--- src/rtl/pack_bytes_to_word_pkg.sv ---
// Shared sizing helper for the byte-to-word packer.
package pack_bytes_to_word_pkg;

   function automatic int lane_idx_w(input int bytes_per_word);
      return (bytes_per_word > 1) ? $clog2(bytes_per_word) : 1;
   endfunction

endpackage

--- src/rtl/pack_bytes_to_word.sv ---
// Packs an 8-bit AXI-Stream into little-endian words; tlast flushes short words with tkeep.
// One accumulator stage feeds one output register; m_* come only from the output register.
module pack_bytes_to_word
   import pack_bytes_to_word_pkg::*;
#(
   parameter int BYTES_PER_WORD = 4
) (
   input  logic                        aclk,
   input  logic                        aresetn,
   input  logic [7:0]                  s_axis_tdata,
   input  logic                        s_axis_tvalid,
   output logic                        s_axis_tready,
   input  logic                        s_axis_tlast,
   input  logic                        s_axis_tuser,
   output logic [8*BYTES_PER_WORD-1:0] m_axis_tdata,
   output logic [BYTES_PER_WORD-1:0]   m_axis_tkeep,
   output logic                        m_axis_tvalid,
   input  logic                        m_axis_tready,
   output logic                        m_axis_tlast,
   output logic                        m_axis_tuser,
   output logic                        err_sof_misaligned
);

   localparam int LANE_W = lane_idx_w(BYTES_PER_WORD);
   localparam int WORD_W = 8 * BYTES_PER_WORD;
   localparam logic [LANE_W-1:0] LAST_LANE = LANE_W'(BYTES_PER_WORD - 1);

   logic [1:0]                rst_sync_q;
   logic                      rst_n_int;
   logic [LANE_W-1:0]         lane_q;
   logic [WORD_W-1:0]         acc_data_q;
   logic [BYTES_PER_WORD-1:0] acc_keep_q;
   logic                      acc_user_q;
   logic [WORD_W-1:0]         acc_data_nxt;
   logic [BYTES_PER_WORD-1:0] acc_keep_nxt;
   logic                      acc_user_nxt;
   logic                      accept;
   logic                      complete;

   // Assert asynchronously, release two clocks after aresetn rises.
   always_ff @(posedge aclk or negedge aresetn) begin
      if (!aresetn) begin
         rst_sync_q <= 2'b00;
      end else begin
         rst_sync_q <= {rst_sync_q[0], 1'b1};
      end
   end

   assign rst_n_int = rst_sync_q[1];

   // Ready is masked while the internal reset is held so no byte is silently dropped.
   assign s_axis_tready = rst_n_int && (!m_axis_tvalid || m_axis_tready);
   assign accept        = s_axis_tvalid && s_axis_tready;
   assign complete      = accept && ((lane_q == LAST_LANE) || s_axis_tlast);

   always_comb begin
      acc_data_nxt = acc_data_q;
      acc_keep_nxt = acc_keep_q;
      acc_user_nxt = acc_user_q | s_axis_tuser;
      for (int k = 0; k < BYTES_PER_WORD; k++) begin
         if (lane_q == LANE_W'(k)) begin
            acc_data_nxt[8*k +: 8] = s_axis_tdata;
            acc_keep_nxt[k]        = 1'b1;
         end
      end
   end

   always_ff @(posedge aclk or negedge rst_n_int) begin
      if (!rst_n_int) begin
         lane_q     <= '0;
         acc_data_q <= '0;
         acc_keep_q <= '0;
         acc_user_q <= 1'b0;
      end else if (accept) begin
         if (complete) begin
            lane_q     <= '0;
            acc_data_q <= '0;
            acc_keep_q <= '0;
            acc_user_q <= 1'b0;
         end else begin
            lane_q     <= lane_q + 1'b1;
            acc_data_q <= acc_data_nxt;
            acc_keep_q <= acc_keep_nxt;
            acc_user_q <= acc_user_nxt;
         end
      end
   end

   // A completing byte reloads the output register even while it drains, so no bubble.
   always_ff @(posedge aclk or negedge rst_n_int) begin
      if (!rst_n_int) begin
         m_axis_tvalid <= 1'b0;
         m_axis_tdata  <= '0;
         m_axis_tkeep  <= '0;
         m_axis_tlast  <= 1'b0;
         m_axis_tuser  <= 1'b0;
      end else if (complete) begin
         m_axis_tvalid <= 1'b1;
         m_axis_tdata  <= acc_data_nxt;
         m_axis_tkeep  <= acc_keep_nxt;
         m_axis_tlast  <= s_axis_tlast;
         m_axis_tuser  <= acc_user_nxt;
      end else if (m_axis_tready) begin
         m_axis_tvalid <= 1'b0;
      end
   end

   always_ff @(posedge aclk or negedge rst_n_int) begin
      if (!rst_n_int) begin
         err_sof_misaligned <= 1'b0;
      end else begin
         err_sof_misaligned <= accept && s_axis_tuser && (lane_q != '0);
      end
   end

endmodule

--- config.mk ---
export PLATFORM = sky130hd
export DESIGN_NAME = pack_bytes_to_word
export DESIGN_NICKNAME = d
export VERILOG_FILES = /design/src/rtl/pack_bytes_to_word_pkg.sv /design/src/rtl/pack_bytes_to_word.sv
export SDC_FILE = /design/constraint.sdc
export NUM_CORES = 1
export LEC_CHECK = 0
export CAP_MARGIN = 20
export CORE_ASPECT_RATIO = 1.4
export CORE_MARGIN = 3
export CORE_UTILIZATION = 40
export CTS_CLUSTER_DIAMETER = 120
export DETAILED_ROUTE_END_ITERATION = 12
export PLACE_DENSITY_LB_ADDON = 0.05
export SLEW_MARGIN = 20
export SYNTH_ARGS = -nofsm -noshare
export SYNTH_HDL_FRONTEND = slang
export SYNTH_SLANG_ARGS = --single-unit
export TNS_END_PERCENT = 30
--- constraint.sdc ---
create_clock -name aclk -period 5.92 [get_ports aclk]
set_input_delay 1.184 -clock aclk [delete_from_list [all_inputs] [get_ports aclk]]
set_output_delay 1.184 -clock aclk [all_outputs]
set_load 0.05 [all_outputs]
# --- After elaboration in Yosys (flattened, before gate mapping) ---
# Cells that the tools add are included.
totals:
  ff_bits: 81
  inputBits: 14
  out_inout_bits: 41
classes:
  n_addsub: 1
  eq_ne: 3
  n_mux: 14
  bitwise_logic: 1
  reduce_logical: 11
ops:
  columns: ["operator", "n"]
  rows:
  - ["two-way mux 32 bit", 1]
  - ["two-way mux 8 bit", 4]
  - ["two-way mux 1 bit", 7]
  - ["logical AND 1 bit", 5]
  - ["equality test 2 bit (second input constant)", 2]
  - ["two-way mux 4 bit", 1]
  - ["nonzero test 2 bit", 2]
  - ["adder 2 x 1 -> 2 bit (second input constant)", 1]
  - ["equality test 2 x 1 -> 1 bit (second input constant)", 1]
  - ["logical NOT 2 bit", 1]
  - ["logical OR 1 bit", 2]
  - ["two-way mux 2 bit", 1]
  - ["logical NOT 1 bit", 1]
  - ["OR 1 bit", 1]

# --- Logic depth before layout (Yosys ltp) ---
logic_depth:
  word_depth: 6
  mapped_depth: 6
  mapped_depth_nobuf: 4

# --- Least setup slack after synthesis ---
# Ideal clock, no wire load.
synth_path:
  kind: "reg-to-output"
  start: "register rst_sync_q[1]"
  end: "output s_axis_tready"
  t_arrival_ns: 2.661
  slack_ns: 2.075
  stages_incl_launch_ff: 2
  path_buffers: 0
  path_cell_list: "dfrtp_1 and2_1"
synth_via:
  elab_chain_cells: 1
synth_lines:
  columns: ["item", "line_no", "text"]
  rows:
  - ["from (decl)", "pack_bytes_to_word.sv:28", "logic [1:0] rst_sync_q;"]
  - ["from (signal assigned)", "pack_bytes_to_word.sv:45", "rst_sync_q <= {rst_sync_q[0], 1'b1};"]
  - ["logical AND 1 bit", "pack_bytes_to_word.sv:52", "assign s_axis_tready = rst_n_int && (!m_axis_tvalid || m_axis_tready);"]
  - ["to (decl)", "pack_bytes_to_word.sv:12", "output logic s_axis_tready,"]
# No other way between the ends.

# --- Worst setup path in the final report ---
layout_path:
  start: "input m_axis_tready"
  end: "output s_axis_tready"
layout_via:
  elab_chain_cells: 2
layout_lines:
  columns: ["item", "line_no", "text"]
  rows:
  - ["from (decl)", "pack_bytes_to_word.sv:18", "input logic m_axis_tready,"]
  - ["logical OR 1 bit", "pack_bytes_to_word.sv:52", null]
  - ["logical AND 1 bit", "pack_bytes_to_word.sv:52", null]
# No other way between the ends.

==> impl_results.md <==
- # nets final: 352
- Quantity of hold-fixing buffers added after cts: 0
- Number of cells upsized or downsized after cts: 0
- Fin. max-slew vios: 0
- Count of synthesis-stage warnings from yosys: 0
- HP Class: flop to asynchronous set/reset pin
- Vertical extent of the die: 117 µm
- Post-synthesis instance area: ~0.0035 mm²
- First-pass GRT wire length: 14200 µm
- Setup crit start kind: primary input
- CP Class: primary input to primary output
- DRC violation total after the first TritonRoute iteration: between 150 and 200
- Clk_skew: 4.02 ps
- Peak ir drop on the vdd network: 0.233 mV
- Number of antenna violations at the first check in global routing: 0
- Maximum buffer depth of the clock tree: 2
- Static Leakage: 0.00186 µW
- Weighted congestion at the end of routability-driven global placement: 0.763
- Number of top-level pins: 55
- Final setup vio count: 0
- Cell breakdown of the critical path: clkdlybuf4s50_1 > nand2b_4 > and2_1 > clkdlybuf4s50_1
- Final routed wirelength across all metal layers: 8640 µm
- Synthesized flop and latch total: 81
- Distinct cell type count of the synthesized netlist: 28
- Cell at the root of the clock tree: sky130_fd_sc_hd__clkbuf_16
- Outcome: finished clean
- WP data required: 4740 ps
- Die Footprint: 0.00995 mm²
- Tightest slew margin relative to the limit: 0.317
- Clock sinks: ~80
- Number of buffers inserted by port buffering: 54
- Post-Synthesis Net Count: 310
- Clock Pin Slew Worst Setup and Hold Paths: around 60 ps
- Fin Setup TNS: 0 ps
- CTS tree: done
- Proportion of synthesized flip-flops having asynchronous set or reset: 1.00
- Largest incremental delay on the critical path: just under 800 ps
- Clock H-tree levels: 3
- Total global routing track utilization: 0.186
- Via count of the first global-routing pass: approximately 2600
- Number of buffers inserted by post-CTS setup repair: 0
- Dpl cell area: 0.00405 mm²
- Max-cap viol count: 0
- Antenna Cells: 0
- Antenna-violating nets left: 0
- Core footprint: 0.00834 mm²
- Clock buffer count from CTS: 9
- Horizontal die dimension: 85.2 µm
- Filler cell count: around 750
- Gate count of the mapped netlist: 292
- Routed len/inst: 19.6 µm
- Post-route design area: 0.00436 mm²
- Crit Path Max Fanout: 52
- First-pass detailed-route iteration total: 4
- Pin count of the biggest net entering global routing: 63
- EDFF count, synth: 0
- Worst slew pin tran: 1020 ps
- Signed area change from the synthesized netlist to the final layout: 24.2%
- Highest clock rate: roughly 230 MHz
- Power per cell area: around 460 mW/mm²
- Global route overflow: 0
- Detail-routed via count per cell: roughly 5.6
- Clk_lat worst skew: 330 ps
- Mean Syn Cell Area: between 10 and 15 µm²
- Sequential area share after synthesis: 0.577
- Portion of the clock cycle consumed by the worst path in the final layout: 0.747
- Critical path capture point type: primary output
- Final Non-Filler Cells: 441
- DRC Markers: 0
- RSZ-0062 raised after global routing: no
- Detail Placement HPWL: about 5000 µm
- DR vias: between 2000 and 2500
- Final core area utilization: 0.522
- Placed instance count: 425
- Min Tclk post-route: 4420 ps
- Worst path arrival time: 3240 ps
- Most prevalent standard cell on the critical path: sky130_fd_sc_hd__clkdlybuf4s50_1
- Number of placement rows: 39
- Slowest-stage cell, CP: sky130_fd_sc_hd__clkdlybuf4s50_1
- Ratio of cells with drive above 1 in the final layout: 0.0796
- Leading register cell type out of synthesis: sky130_fd_sc_hd__dfrtp_1
- Initial core utilization: 0.421
- Final hold violations: 0
cell type report:
cell class                 count  area, µm²  share of cell area
timing repair buffer          57        563               0.129
sequential                    81       2030               0.466
multi-input combinational    182       1320               0.302
inverter                       3       11.3             0.00258
tap                          102        128              0.0293
clock buffer                  14        274              0.0629
clock inverter                 2       35.0             0.00804
final timing paths:
kind                                from         endpoint  slack [ps]  cells after the start
max in group asynchronous  rst_sync_q[1]  m_axis_tdata[0]        4610                      1
min reg2reg                rst_sync_q[1]    m_axis_tvalid         210                      0
min                        rst_sync_q[1]    m_axis_tvalid         210                      0
max reg2reg                    lane_q[0]     m_axis_tuser        3410                      5
max                        m_axis_tready    s_axis_tready        1500                      4
min in group aclk          rst_sync_q[0]    rst_sync_q[1]         370                      0
layout by cell type (no fill, tap or decap), types with 4 or more instances in the layout:
cell type,synthesis,final
sky130_fd_sc_hd__clkbuf_16,0,9
sky130_fd_sc_hd__dfrtp_1,81,80
sky130_fd_sc_hd__a21oi_1,38,38
sky130_fd_sc_hd__ha_1,4,4
sky130_fd_sc_hd__a22o_1,25,25
sky130_fd_sc_hd__o21ai_0,4,4
sky130_fd_sc_hd__clkdlybuf4s50_1,0,54
sky130_fd_sc_hd__mux2i_1,32,32
sky130_fd_sc_hd__a31oi_1,39,39
sky130_fd_sc_hd__nor2b_1,9,9
sky130_fd_sc_hd__nor2_1,10,10
cells by family (layout without fill, tap and decap cells):
kind of cell | after synthesis | after routing | share of synthesized area
AND/OR/NAND/NOR | 35 | 35 | 0.0620
multiplexers | 32 | 32 | 0.0912
adder cells (fa/ha/maj) | 4 | 4 | 0.0143
buffers and inverters | 29 | 76 | 0.0495
AO/OA/AOI/OAI | 110 | 110 | 0.205
flip-flops | 81 | 81 | 0.577
other | 1 | 1 | 0.00107
synth_stat cells (2+ instances only):
| library cell | n | area, µm² |
|---|---|---|
| sky130_fd_sc_hd__dfrtp_1 | 81 | 2030 |
| sky130_fd_sc_hd__a31oi_1 | 39 | 244 |
| sky130_fd_sc_hd__a21oi_1 | 38 | 190 |
| sky130_fd_sc_hd__mux2i_1 | 32 | 320 |
| sky130_fd_sc_hd__a22o_1 | 25 | 219 |
| sky130_fd_sc_hd__buf_2 | 13 | 65.1 |
| sky130_fd_sc_hd__buf_4 | 11 | 82.6 |
| sky130_fd_sc_hd__nor2_1 | 10 | 37.5 |
| sky130_fd_sc_hd__nor2b_1 | 9 | 56.3 |
| sky130_fd_sc_hd__ha_1 | 4 | 50.1 |
| sky130_fd_sc_hd__o21ai_0 | 4 | 20.0 |
| sky130_fd_sc_hd__and4_1 | 3 | 26.3 |
| sky130_fd_sc_hd__inv_1 | 3 | 11.3 |
| sky130_fd_sc_hd__nand3_1 | 3 | 15.0 |
| sky130_fd_sc_hd__o211ai_2 | 3 | 37.5 |
| sky130_fd_sc_hd__and2_1 | 2 | 12.5 |
layer usage:
| metal | vias to the layer above | routed length, µm | global-route usage |
|---|---|---|---|
| li1 | 1169 | - | - |
| met1 | 1229 | 4090 | 0.270 |
| met2 | 62 | 3980 | 0.271 |
| met3 | 13 | 367 | 0.0448 |
| met4 | 0 | 198 | 0.0686 |
| met5 | - | 0 | 0 |
where the power goes:
group	switching [µW]	total, µW	internal [µW]
Sequential	67.3	736	669
Clock	211	572	361
Combinational	465	715	250
registers in the layout, summed over array words and instances, names as in the netlist:
signal and count:
acc_user_q 1, rst_sync_q 2, acc_keep_q 4, m_axis_tlast 1
m_axis_tdata 32, m_axis_tuser 1, acc_data_q 32, lane_q 2
err_sof_misaligned 1, m_axis_tkeep 4, m_axis_tvalid 1
per-stage QoR:
stage | hold WS (ps) | setup WS [ps] | power, µW
floorplan | 331 | 2080 | 1230
global placement | 218 | 1470 | 1460
detailed placement | 221 | 1470 | 1460
CTS | 221 | 1470 | 2040
global route | 237 | 1390 | 2120
finish | 213 | 1500 | 2020
worst max-delay path: cells and delay by family:
family	cells	cell delay [ps]
buf+inv	2	1310
simple gates	2	740
(Power assumes the default switching activity.)
